`src/rtl/video_modulator_chroma_mixer_if.sv`:
```
// Sample/sideband bundle between the modulator front end and the chroma mixer.
// The master drives stage-0 operands, the delayed products and the stats clear; the slave returns the mixed sample.
interface video_modulator_chroma_mixer_if;
    logic        valid_in;
    logic        sign_u;
    logic        sign_v;
    logic [7:0]  luma_8;
    logic        blank;
    logic        burst;
    logic        burst_neg;
    logic [15:0] product_u_16;
    logic [15:0] product_v_16;
    logic        clr_stats;
    logic        valid_out;
    logic [8:0]  chroma_9;
    logic [7:0]  composite_8;
    logic [15:0] clip_count;

    modport master (
        output valid_in, sign_u, sign_v, luma_8, blank, burst, burst_neg,
               product_u_16, product_v_16, clr_stats,
        input  valid_out, chroma_9, composite_8, clip_count
    );

    modport slave (
        input  valid_in, sign_u, sign_v, luma_8, blank, burst, burst_neg,
               product_u_16, product_v_16, clr_stats,
        output valid_out, chroma_9, composite_8, clip_count
    );
endinterface

```
`src/rtl/video_modulator_chroma_mixer.sv`:
```
// Chroma mixer: re-signs the magnitude products, sums/scales chroma, adds luma and clamps to 8 bits.
// Optional 2-tap chroma averaging is enabled with VIDEO_MODULATOR_CHROMA_LPF_EN.
module video_modulator_chroma_mixer #(
    parameter int unsigned CHROMA_SHIFT = 2,
    parameter logic [8:0]  BURST_AMP    = 9'd40
) (
    input logic                          clk,
    input logic                          rst,
    video_modulator_chroma_mixer_if.slave bus
);

    localparam logic signed [11:0] BURST_P = $signed({3'b000, BURST_AMP});
    localparam logic signed [11:0] BURST_N = -BURST_P;

    // Stage 1: sidebands wait one cycle for the multiplier products
    logic       v1, su1, sv1, blank1, burst1, bneg1;
    logic [7:0] luma1;

    always_ff @(posedge clk or posedge rst) begin
        if (rst) begin
            v1     <= 1'b0;
            su1    <= 1'b0;
            sv1    <= 1'b0;
            blank1 <= 1'b0;
            burst1 <= 1'b0;
            bneg1  <= 1'b0;
            luma1  <= 8'd0;
        end else begin
            v1     <= bus.valid_in;
            su1    <= bus.sign_u;
            sv1    <= bus.sign_v;
            blank1 <= bus.blank;
            burst1 <= bus.burst;
            bneg1  <= bus.burst_neg;
            luma1  <= bus.luma_8;
        end
    end

    logic [8:0]         mag_u, mag_v;
    logic signed [9:0]  term_u, term_v;
    logic signed [10:0] sum_d;
    logic               unused_lsbs;

    assign mag_u       = bus.product_u_16[15:7];
    assign mag_v       = bus.product_v_16[15:7];
    assign unused_lsbs = ^{bus.product_u_16[6:0], bus.product_v_16[6:0]};

    always_comb begin
        term_u = su1 ? -$signed({1'b0, mag_u}) : $signed({1'b0, mag_u});
        term_v = sv1 ? -$signed({1'b0, mag_v}) : $signed({1'b0, mag_v});
        sum_d  = $signed({term_u[9], term_u}) + $signed({term_v[9], term_v});
    end

    // Stage 2: signed sum plus sidebands
    logic               v2, blank2, burst2, bneg2;
    logic [7:0]         luma2;
    logic signed [10:0] sum2;

    always_ff @(posedge clk or posedge rst) begin
        if (rst) begin
            v2     <= 1'b0;
            blank2 <= 1'b0;
            burst2 <= 1'b0;
            bneg2  <= 1'b0;
            luma2  <= 8'd0;
            sum2   <= 11'sd0;
        end else begin
            v2     <= v1;
            blank2 <= blank1;
            burst2 <= burst1;
            bneg2  <= bneg1;
            luma2  <= luma1;
            sum2   <= sum_d;
        end
    end

    logic signed [11:0] c_pre;

`ifdef VIDEO_MODULATOR_CHROMA_LPF_EN
    logic signed [10:0] sum_prev;
    logic signed [11:0] sum_pair;

    always_ff @(posedge clk or posedge rst) begin
        if (rst) begin
            sum_prev <= 11'sd0;
        end else if (v2) begin
            sum_prev <= sum2;
        end
    end

    // Pair sum needs 12 bits; the extra shift turns it into an average
    always_comb begin
        sum_pair = $signed({sum2[10], sum2}) + $signed({sum_prev[10], sum_prev});
        c_pre    = sum_pair >>> (CHROMA_SHIFT + 1);
    end
`else
    always_comb begin
        c_pre = $signed({sum2[10], sum2}) >>> CHROMA_SHIFT;
    end
`endif

    logic signed [11:0] c_fin, y;
    logic               clip_lo, clip_hi, clip;
    logic [7:0]         comp_d;

    always_comb begin
        if (blank2 && burst2) begin
            c_fin = bneg2 ? BURST_N : BURST_P;
        end else if (blank2) begin
            c_fin = 12'sd0;
        end else begin
            c_fin = c_pre;
        end
        y       = $signed({4'b0000, luma2}) + c_fin;
        clip_lo = y[11];
        clip_hi = ~y[11] & (|y[10:8]);
        clip    = clip_lo | clip_hi;
        if (clip_lo) begin
            comp_d = 8'h00;
        end else if (clip_hi) begin
            comp_d = 8'hFF;
        end else begin
            comp_d = y[7:0];
        end
    end

    // Stage 3: outputs hold their last valid sample through bubbles
    logic        valid_q;
    logic [8:0]  chroma_q;
    logic [7:0]  composite_q;
    logic [15:0] clip_q;

    always_ff @(posedge clk or posedge rst) begin
        if (rst) begin
            valid_q     <= 1'b0;
            chroma_q    <= 9'd0;
            composite_q <= 8'd0;
        end else begin
            valid_q <= v2;
            if (v2) begin
                chroma_q    <= c_fin[8:0];
                composite_q <= comp_d;
            end
        end
    end

    // Clear has priority over a coincident clip event
    always_ff @(posedge clk or posedge rst) begin
        if (rst) begin
            clip_q <= 16'd0;
        end else if (bus.clr_stats) begin
            clip_q <= 16'd0;
        end else if (v2 && clip && (clip_q != 16'hFFFF)) begin
            clip_q <= clip_q + 16'd1;
        end
    end

    assign bus.valid_out   = valid_q;
    assign bus.chroma_9    = chroma_q;
    assign bus.composite_8 = composite_q;
    assign bus.clip_count  = clip_q;

endmodule

```
`src/flat_wrapper.sv`:
```
// flat-port wrapper written by rule: the top's interface ports become plain ports
module video_modulator_chroma_mixer_flat 
#(
    parameter int unsigned CHROMA_SHIFT = 2,
    parameter logic [8:0]  BURST_AMP    = 9'd40
)
  (clk, rst, bus_valid_in, bus_sign_u, bus_sign_v, bus_luma_8, bus_blank, bus_burst, bus_burst_neg, bus_product_u_16, bus_product_v_16, bus_clr_stats, bus_valid_out, bus_chroma_9, bus_composite_8, bus_clip_count);
  video_modulator_chroma_mixer_if bus_i ();
  input logic clk;
  input logic rst;
  input wire logic [$bits(bus_i.valid_in)-1:0] bus_valid_in;
  input wire logic [$bits(bus_i.sign_u)-1:0] bus_sign_u;
  input wire logic [$bits(bus_i.sign_v)-1:0] bus_sign_v;
  input wire logic [$bits(bus_i.luma_8)-1:0] bus_luma_8;
  input wire logic [$bits(bus_i.blank)-1:0] bus_blank;
  input wire logic [$bits(bus_i.burst)-1:0] bus_burst;
  input wire logic [$bits(bus_i.burst_neg)-1:0] bus_burst_neg;
  input wire logic [$bits(bus_i.product_u_16)-1:0] bus_product_u_16;
  input wire logic [$bits(bus_i.product_v_16)-1:0] bus_product_v_16;
  input wire logic [$bits(bus_i.clr_stats)-1:0] bus_clr_stats;
  output wire logic [$bits(bus_i.valid_out)-1:0] bus_valid_out;
  output wire logic [$bits(bus_i.chroma_9)-1:0] bus_chroma_9;
  output wire logic [$bits(bus_i.composite_8)-1:0] bus_composite_8;
  output wire logic [$bits(bus_i.clip_count)-1:0] bus_clip_count;
  assign bus_i.valid_in = bus_valid_in;
  assign bus_i.sign_u = bus_sign_u;
  assign bus_i.sign_v = bus_sign_v;
  assign bus_i.luma_8 = bus_luma_8;
  assign bus_i.blank = bus_blank;
  assign bus_i.burst = bus_burst;
  assign bus_i.burst_neg = bus_burst_neg;
  assign bus_i.product_u_16 = bus_product_u_16;
  assign bus_i.product_v_16 = bus_product_v_16;
  assign bus_i.clr_stats = bus_clr_stats;
  assign bus_valid_out = bus_i.valid_out;
  assign bus_chroma_9 = bus_i.chroma_9;
  assign bus_composite_8 = bus_i.composite_8;
  assign bus_clip_count = bus_i.clip_count;
  video_modulator_chroma_mixer #(.CHROMA_SHIFT(CHROMA_SHIFT), .BURST_AMP(BURST_AMP)) u_core (.clk(clk), .rst(rst), .bus(bus_i));
endmodule
```
`config.mk`:
```
export PLATFORM = sky130hd
export DESIGN_NAME = video_modulator_chroma_mixer_flat
export DESIGN_NICKNAME = d
export VERILOG_FILES = /design/src/rtl/video_modulator_chroma_mixer_if.sv /design/src/rtl/video_modulator_chroma_mixer.sv /design/src/flat_wrapper.sv
export SDC_FILE = /design/constraint.sdc
export NUM_CORES = 1
export LEC_CHECK = 0
export BUFFER_PORTS_ARGS = -buffer_cell sky130_fd_sc_hd__buf_2
export CAP_MARGIN = 20
export CORE_MARGIN = 2
export CORE_UTILIZATION = 50
export DETAILED_ROUTE_END_ITERATION = 10
export PLACE_DENSITY_LB_ADDON = 0.15
export SYNTH_ARGS = -nofsm -noshare
export SYNTH_HDL_FRONTEND = slang
export SYNTH_SLANG_ARGS = --single-unit
```
`constraint.sdc`:
```
create_clock -name clk -period 3.05 [get_ports clk]
set_input_delay 0.4575 -clock clk [delete_from_list [all_inputs] [get_ports clk]]
set_output_delay 0.4575 -clock clk [all_outputs]
set_load 0.05 [all_outputs]
```
* After elaboration in Yosys (flattened, before gate mapping) *
Index checks and enable logic that the tools add are counted.

word-level totals
  bits in registers = 71
  input port bits = 49
  output and inout port bits = 34
  logic and storage cells = 40

operators by class
  $add $sub $neg = 5
  eq/ne operators = 1
  mux-type cells = 9
  bitwise operators = 3
  reduce and logical (&&, ||, !) cells = 5

operators by type and width
  kind                   number
  $mux 12                3
  $mux 16                2
  $mux 10                2
  $neg 9->10             2
  $add 16x1->16 const B  1
  $mux 8                 2
  $ne 16x16->1 const B   1
  $add 9x12->12          1
  $add 10x10->11         1
  $logic_and 1x1->1      3
  $reduce_or 3->1        1
  $reduce_bool 2->1      1
  $and 1x1->1            1
  $not 1->1              1
  $or 1x1->1             1

* Longest topological paths before layout *
  depth after elaboration = 10
  depth in mapped cells = 12

* Worst setup path after synthesis *
No wires, ideal clock.

  path kind = flip-flop to flip-flop
  from = register u_core.blank2
  to = register u_core.clip_q[4] (netlist: u_core.bus.clip_count[4])
  library setup time = 0.128 ns
  arrival = 2.504 ns
  required time = 2.922 ns
  slack = 0.418 ns
  cell stages (with the launch flop) = 11
  period minus slack after synthesis = 2.632 ns
  cell sequence = dfrtp_1 nor2b_1 ha_1 fa_1 a211oi_2 o211ai_1 and2_4 a21boi_4 buf_6 nor4_1 mux2_1

between the ends
  word-level cells in the longest chain between the ends = 9
  elaborated cells between the ends (all ways) = 11

RTL lines
  what                                                 RTL line                                                                  source
  from (decl)                                          video_modulator_chroma_mixer.sv:55                                        logic v2, blank2, burst2, bneg2;
  from (signal assigned)                               video_modulator_chroma_mixer.sv:69                                        blank2 <= blank1;
  $mux 12 / $logic_and 1x1->1 (equally long branches)  video_modulator_chroma_mixer.sv:109, video_modulator_chroma_mixer.sv:107
  $mux 12 *                                            video_modulator_chroma_mixer.sv:107                                       if (blank2 && burst2) begin
  via u_core.c_fin[0]                                  video_modulator_chroma_mixer.sv:102                                       logic signed [11:0] c_fin, y;
  $add 9x12->12 *                                      video_modulator_chroma_mixer.sv:114                                       y = $signed({4'b0000, luma2}) + c_fin;
  $reduce_or 3->1 / $not 1->1 (equally long branches)  video_modulator_chroma_mixer.sv:116                                       clip_hi = ~y[11] & (|y[10:8]);
  $and 1x1->1                                          video_modulator_chroma_mixer.sv:116
  $or 1x1->1 *                                         video_modulator_chroma_mixer.sv:117                                       clip = clip_lo | clip_hi;
  $logic_and 1x1->1 * (2 in series)                    video_modulator_chroma_mixer.sv:153                                       end else if (v2 && clip && (clip_q != 16'hFFFF)) begin
  $reduce_bool 2->1 (no line) *                        -
  to (signal assigned)                                 video_modulator_chroma_mixer.sv:154                                       clip_q <= clip_q + 16'd1;
  to (decl)                                            video_modulator_chroma_mixer.sv:131                                       logic [15:0] clip_q;

The timed path passes the listed nets; every way through them passes the cells marked *.
A chain may end at the register's enable or synchronous reset.

* Worst setup path after layout *
  from = register u_core.blank2
  to = register u_core.clip_q[3] (netlist: u_core.bus.clip_count[3])

The elaborated chain is that of the path after synthesis.

==> results list <==
* Startpoint type of the worst setup path: flop
* Overall global routing resource usage: 19.0%
- Via count of the first global-routing pass: 2671
- Via-to-Cell Ratio: 5.43
- After detailed routing, the number of remaining DRC violations is 0.
- Traced cell by cell, the critical path runs through and3_1 -> a21o_1 -> ha_1 -> a21o_1 -> and2_1 -> o21ai_2 -> a21boi_2 -> or4_1 -> a21oi_1.
- Number of antenna-violating nets in the routed design: 0
* Max clock buf depth: 2
- Counting stages on the worst path, the most repeated cell is sky130_fd_sc_hd__a21o_1.
* Element type at the critical path end: flop
* Number of buffers created by CTS: 9
- Along the worst path, the maximum fanout reaches 14.
- Global-route wire length before repair: 11.7 mm
- The final hold violation count is 0.
- Total half-perimeter wirelength after legalization and detailed placement: 5.26 mm
* Count of cells along the worst register-to-register path: 9
- Clock skew on the completed layout was measured at 0.0169 ns.
- Net switching is 37.9% of the power.
- Data on the critical path is required at its endpoint by 3.31 ns.
- Share of final-layout standard cells stronger than drive strength 1: 26.3%
- Combinational cell fraction of total power: 35.8%
- In this run, placement finished with an instance count of 508.
- Slowest-stage cell, CP: sky130_fd_sc_hd__or4_1
- Final setup TNS: 0 ns
- Horizontal extent of the die: 89.4 um
* Number of levels in the clock H-tree: 3
- The first routing iteration left 124 violations.
- Once the floorplan was initialized, standard cells occupied 51.1% of the core.
- CTS placed an instance of sky130_fd_sc_hd__clkbuf_8 at the clock tree root.
- Relative to the synthesized area, the layout overhead comes to 18.1%.
* First drt pass iteration count: 4
* Status: finished, final reports clean
* Final Instance Count excl. Fillers: 525
- The Yosys step of the flow raised 0 warnings.
- Worst-Margin Slew: 0.699 ns
- Cells resized by post-CTS repair: 0
* Die area: 7990 um2
- Chip height: 89.4 um
- Clock power frac: 24.8%
- In this run the tool buffered the top-level ports with 68 buffer cells.
- The total overflow left after global routing is 0.
- Final-report setup violation count: 0
* Total placed instance area: 4100 um2
- TritonCTS built the clock tree.
* Core outline area: 7140 um2
- Internal power comes to 1.78 mW.
- After detailed routing, the average wire length per cell comes to 13.5 um.
- Post-CTS timing repair inserted 0 buffers for setup.
* Power density over the cells: 666 nW/um2
* Sw Pwr: 1.08 mW
- Routability cong.: 0.820
* Sequential group share of total power: 39.4%
- The number of nets handed over by synthesis was 416.
* Avg Synthesized Cell Area: 10.5 um2
* Synthesized area: 3650 um2
- The number of different library cells used by synthesis comes to 55.
* Largest stage delay on the critical path: 0.54 ns
- Maximum vdd ir drop: 0.287 mV
- The worst pin sits at a relative slew slack of 53.3%.
- Final routed wirelength across all metal layers: 7.08 mm
- Arrival time worst endpoint: 3.12 ns
- Counting I/O delays and the setup requirement, the final critical path takes 2.86 ns.
- For the worst-skew pair, the clock arrives at the later sink with an insertion delay of 0.34 ns.
* Final critical-path share of the clock period: 93.8%
- The initialized floorplan defines 31 standard-cell rows.
- Total vias in the final route: 2852
* Number of antenna violations at the first check in global routing: 0
- Counting every sink on the clock net gives 69.
* Sequential cell area fraction in the yosys report: 47.4%
* Worst-path clk slew: 0.08 ns
- Pin count of the biggest net entering global routing: 37
* # Max-Cap Violations: 0
- Worst-case setup slack after placement: 0.175 ns
- Net count, final: 491
- The synthesized design contains 69 register bits.
- In this run the static leakage power is 1.99 nW.
* Top-level port count: 83
- The critical path is of the reg -> reg type.
- Synthesis handed over a netlist of 346 instances.
- Worst hold margin: 0.214 ns
- In this run the worst hold path is classified as in -> async.
- The number of antenna diodes in the final layout is 0.
* Maximum clock rate: 349 MHz
- Across all setup checks in the final design, the least slack found is 0.188 ns.
- Setup repair after global routing left no endpoint under its margin.
- Pins Over Slew Limit: 0
- The finished cells cover 4300 um2.
- The number of hold buffers added after CTS was 0.
-- layout by cell type, fill, tap and decap left out, types with 5 or more instances in the layout --
cell type / instances
sky130_fd_sc_hd__ha_1: 20
sky130_fd_sc_hd__mux2_2: 9
sky130_fd_sc_hd__dfrtp_1: 69
sky130_fd_sc_hd__nor2_1: 19
sky130_fd_sc_hd__a21oi_1: 24
sky130_fd_sc_hd__nor2b_1: 9
sky130_fd_sc_hd__or3_1: 7
sky130_fd_sc_hd__nand4_1: 8
sky130_fd_sc_hd__nand2_1: 29
sky130_fd_sc_hd__inv_1: 7
sky130_fd_sc_hd__nor3_1: 5
sky130_fd_sc_hd__clkbuf_8: 9
sky130_fd_sc_hd__a22oi_1: 5
sky130_fd_sc_hd__o31ai_1: 16
sky130_fd_sc_hd__nand2b_1: 7
sky130_fd_sc_hd__or4_1: 11
sky130_fd_sc_hd__a21o_1: 5
sky130_fd_sc_hd__nand3_1: 7
sky130_fd_sc_hd__xnor2_1: 21
sky130_fd_sc_hd__buf_2: 68
sky130_fd_sc_hd__o21ai_0: 9
-- stage by stage --
step | util [%] | power, mW
floorplan | - | 1.94
global placement | 57.5 | 2.15
detailed placement | 57.5 | 2.16
CTS | 60.2 | 2.89
global route | 60.3 | 3.05
finish | 60.3 | 2.86
-- metal layers --
layer  vias up  track usage [%]  part of all wire [%]
met5         -                0                     0
met2        67             29.7                    45
met4         0             6.92                   1.4
li1       1430                -                     -
met3        11             4.52                   4.3
met1      1344             25.8                    49
-- Yosys cell counts, drive strengths merged --
master / number / area, um2
mux2: 12 / 135
nor2: 19 / 71.3
and3: 3 / 18.8
o41ai: 1 / 8.76
o221ai: 1 / 8.76
nand4: 8 / 50.1
nand3b: 2 / 15.0
inv: 9 / 33.8
nand3: 7 / 35.0
nor2b: 9 / 56.3
nor3: 5 / 25.0
a21boi: 1 / 18.8
a211oi: 4 / 35.0
o31ai: 16 / 120
a21o: 6 / 46.3
nand2: 30 / 115
o22ai: 1 / 6.26
o21bai: 1 / 7.51
mux2i: 1 / 10.0
a32oi: 1 / 8.76
buf: 5 / 35.0
fa: 1 / 20.0
a22oi: 5 / 37.5
dfrtp: 69 / 1730
a31oi: 2 / 12.5
a21oi: 24 / 120
or3: 7 / 43.8
and2: 3 / 21.3
o211ai: 4 / 40.0
o31a: 2 / 17.5
ha: 20 / 250
xnor2: 21 / 184
and4: 1 / 11.3
nand2b: 8 / 57.6
or2: 1 / 6.26
o21ai: 11 / 58.8
nor4: 4 / 25.0
a22o: 1 / 8.76
clkbuf: 4 / 15.0
or4: 12 / 93.8
xor2: 4 / 35.0
-- logic make-up (layout without fill, tap and decap cells) --
group,after synthesis,after routing,share of synthesized area (%)
simple gates,119,119,17.7
mux,13,13,3.98
fa+ha+maj,21,21,7.41
xor+xnor,25,25,6.01
buf+inv,18,97,2.30
compound gates,81,82,15.2
flops,69,69,47.4
-- state kept, by name, summed over array words and instances (netlist names), 8 cells and up --
register,cells
u_core.bus.clip_count,16
u_core.sum2,9
u_core.bus.composite_8,8
u_core.luma1,8
u_core.luma2,8
u_core.bus.chroma_9,9
-- worst paths after layout --
kind	from	end	slack [ns]
setup / recovery	u_core.blank2	u_core.bus.clip_count[3]	0.19
setup reg to reg	u_core.blank2	u_core.bus.clip_count[3]	0.19
hold / removal	rst	u_core.bus.clip_count[13]	0.21
min in group clk	bus_luma_8[2]	u_core.luma1[2]	0.22
hold reg to reg	u_core.bneg1	u_core.bneg2	0.35
max in group asynchronous	rst	u_core.burst2	2.18
-- power groups by stage --
stage               logic (mW)  registers [mW]  clock network [mW]
finish                    1.02            1.13               0.710
global route              1.12            1.15               0.773
CTS                       1.02            1.13               0.736
detailed placement        1.02            1.15                   0
global placement          1.00            1.15                   0
floorplan                0.492            1.44                   0
-- layout make-up --
cell class	instances	area (um2)
Inverter	9	33.8
Timing Repair Buffer	72	383
Multi-Input combinational cell	260	1850
Fill cell	640	2830
Clock inverter	7	66.3
Clock buffer	9	124
Tap cell	99	124
Sequential cell	69	1730
-- critical path: cells and delay by family (launching register included) --
kind                       cells  cell delay [ns]
adders and majority gates      1             0.34
AOI/OAI and AO/OA              5             1.08
DFF                            1             0.44
and+or+nand+nor                3             0.93
Power figures use the tool's default switching activity.
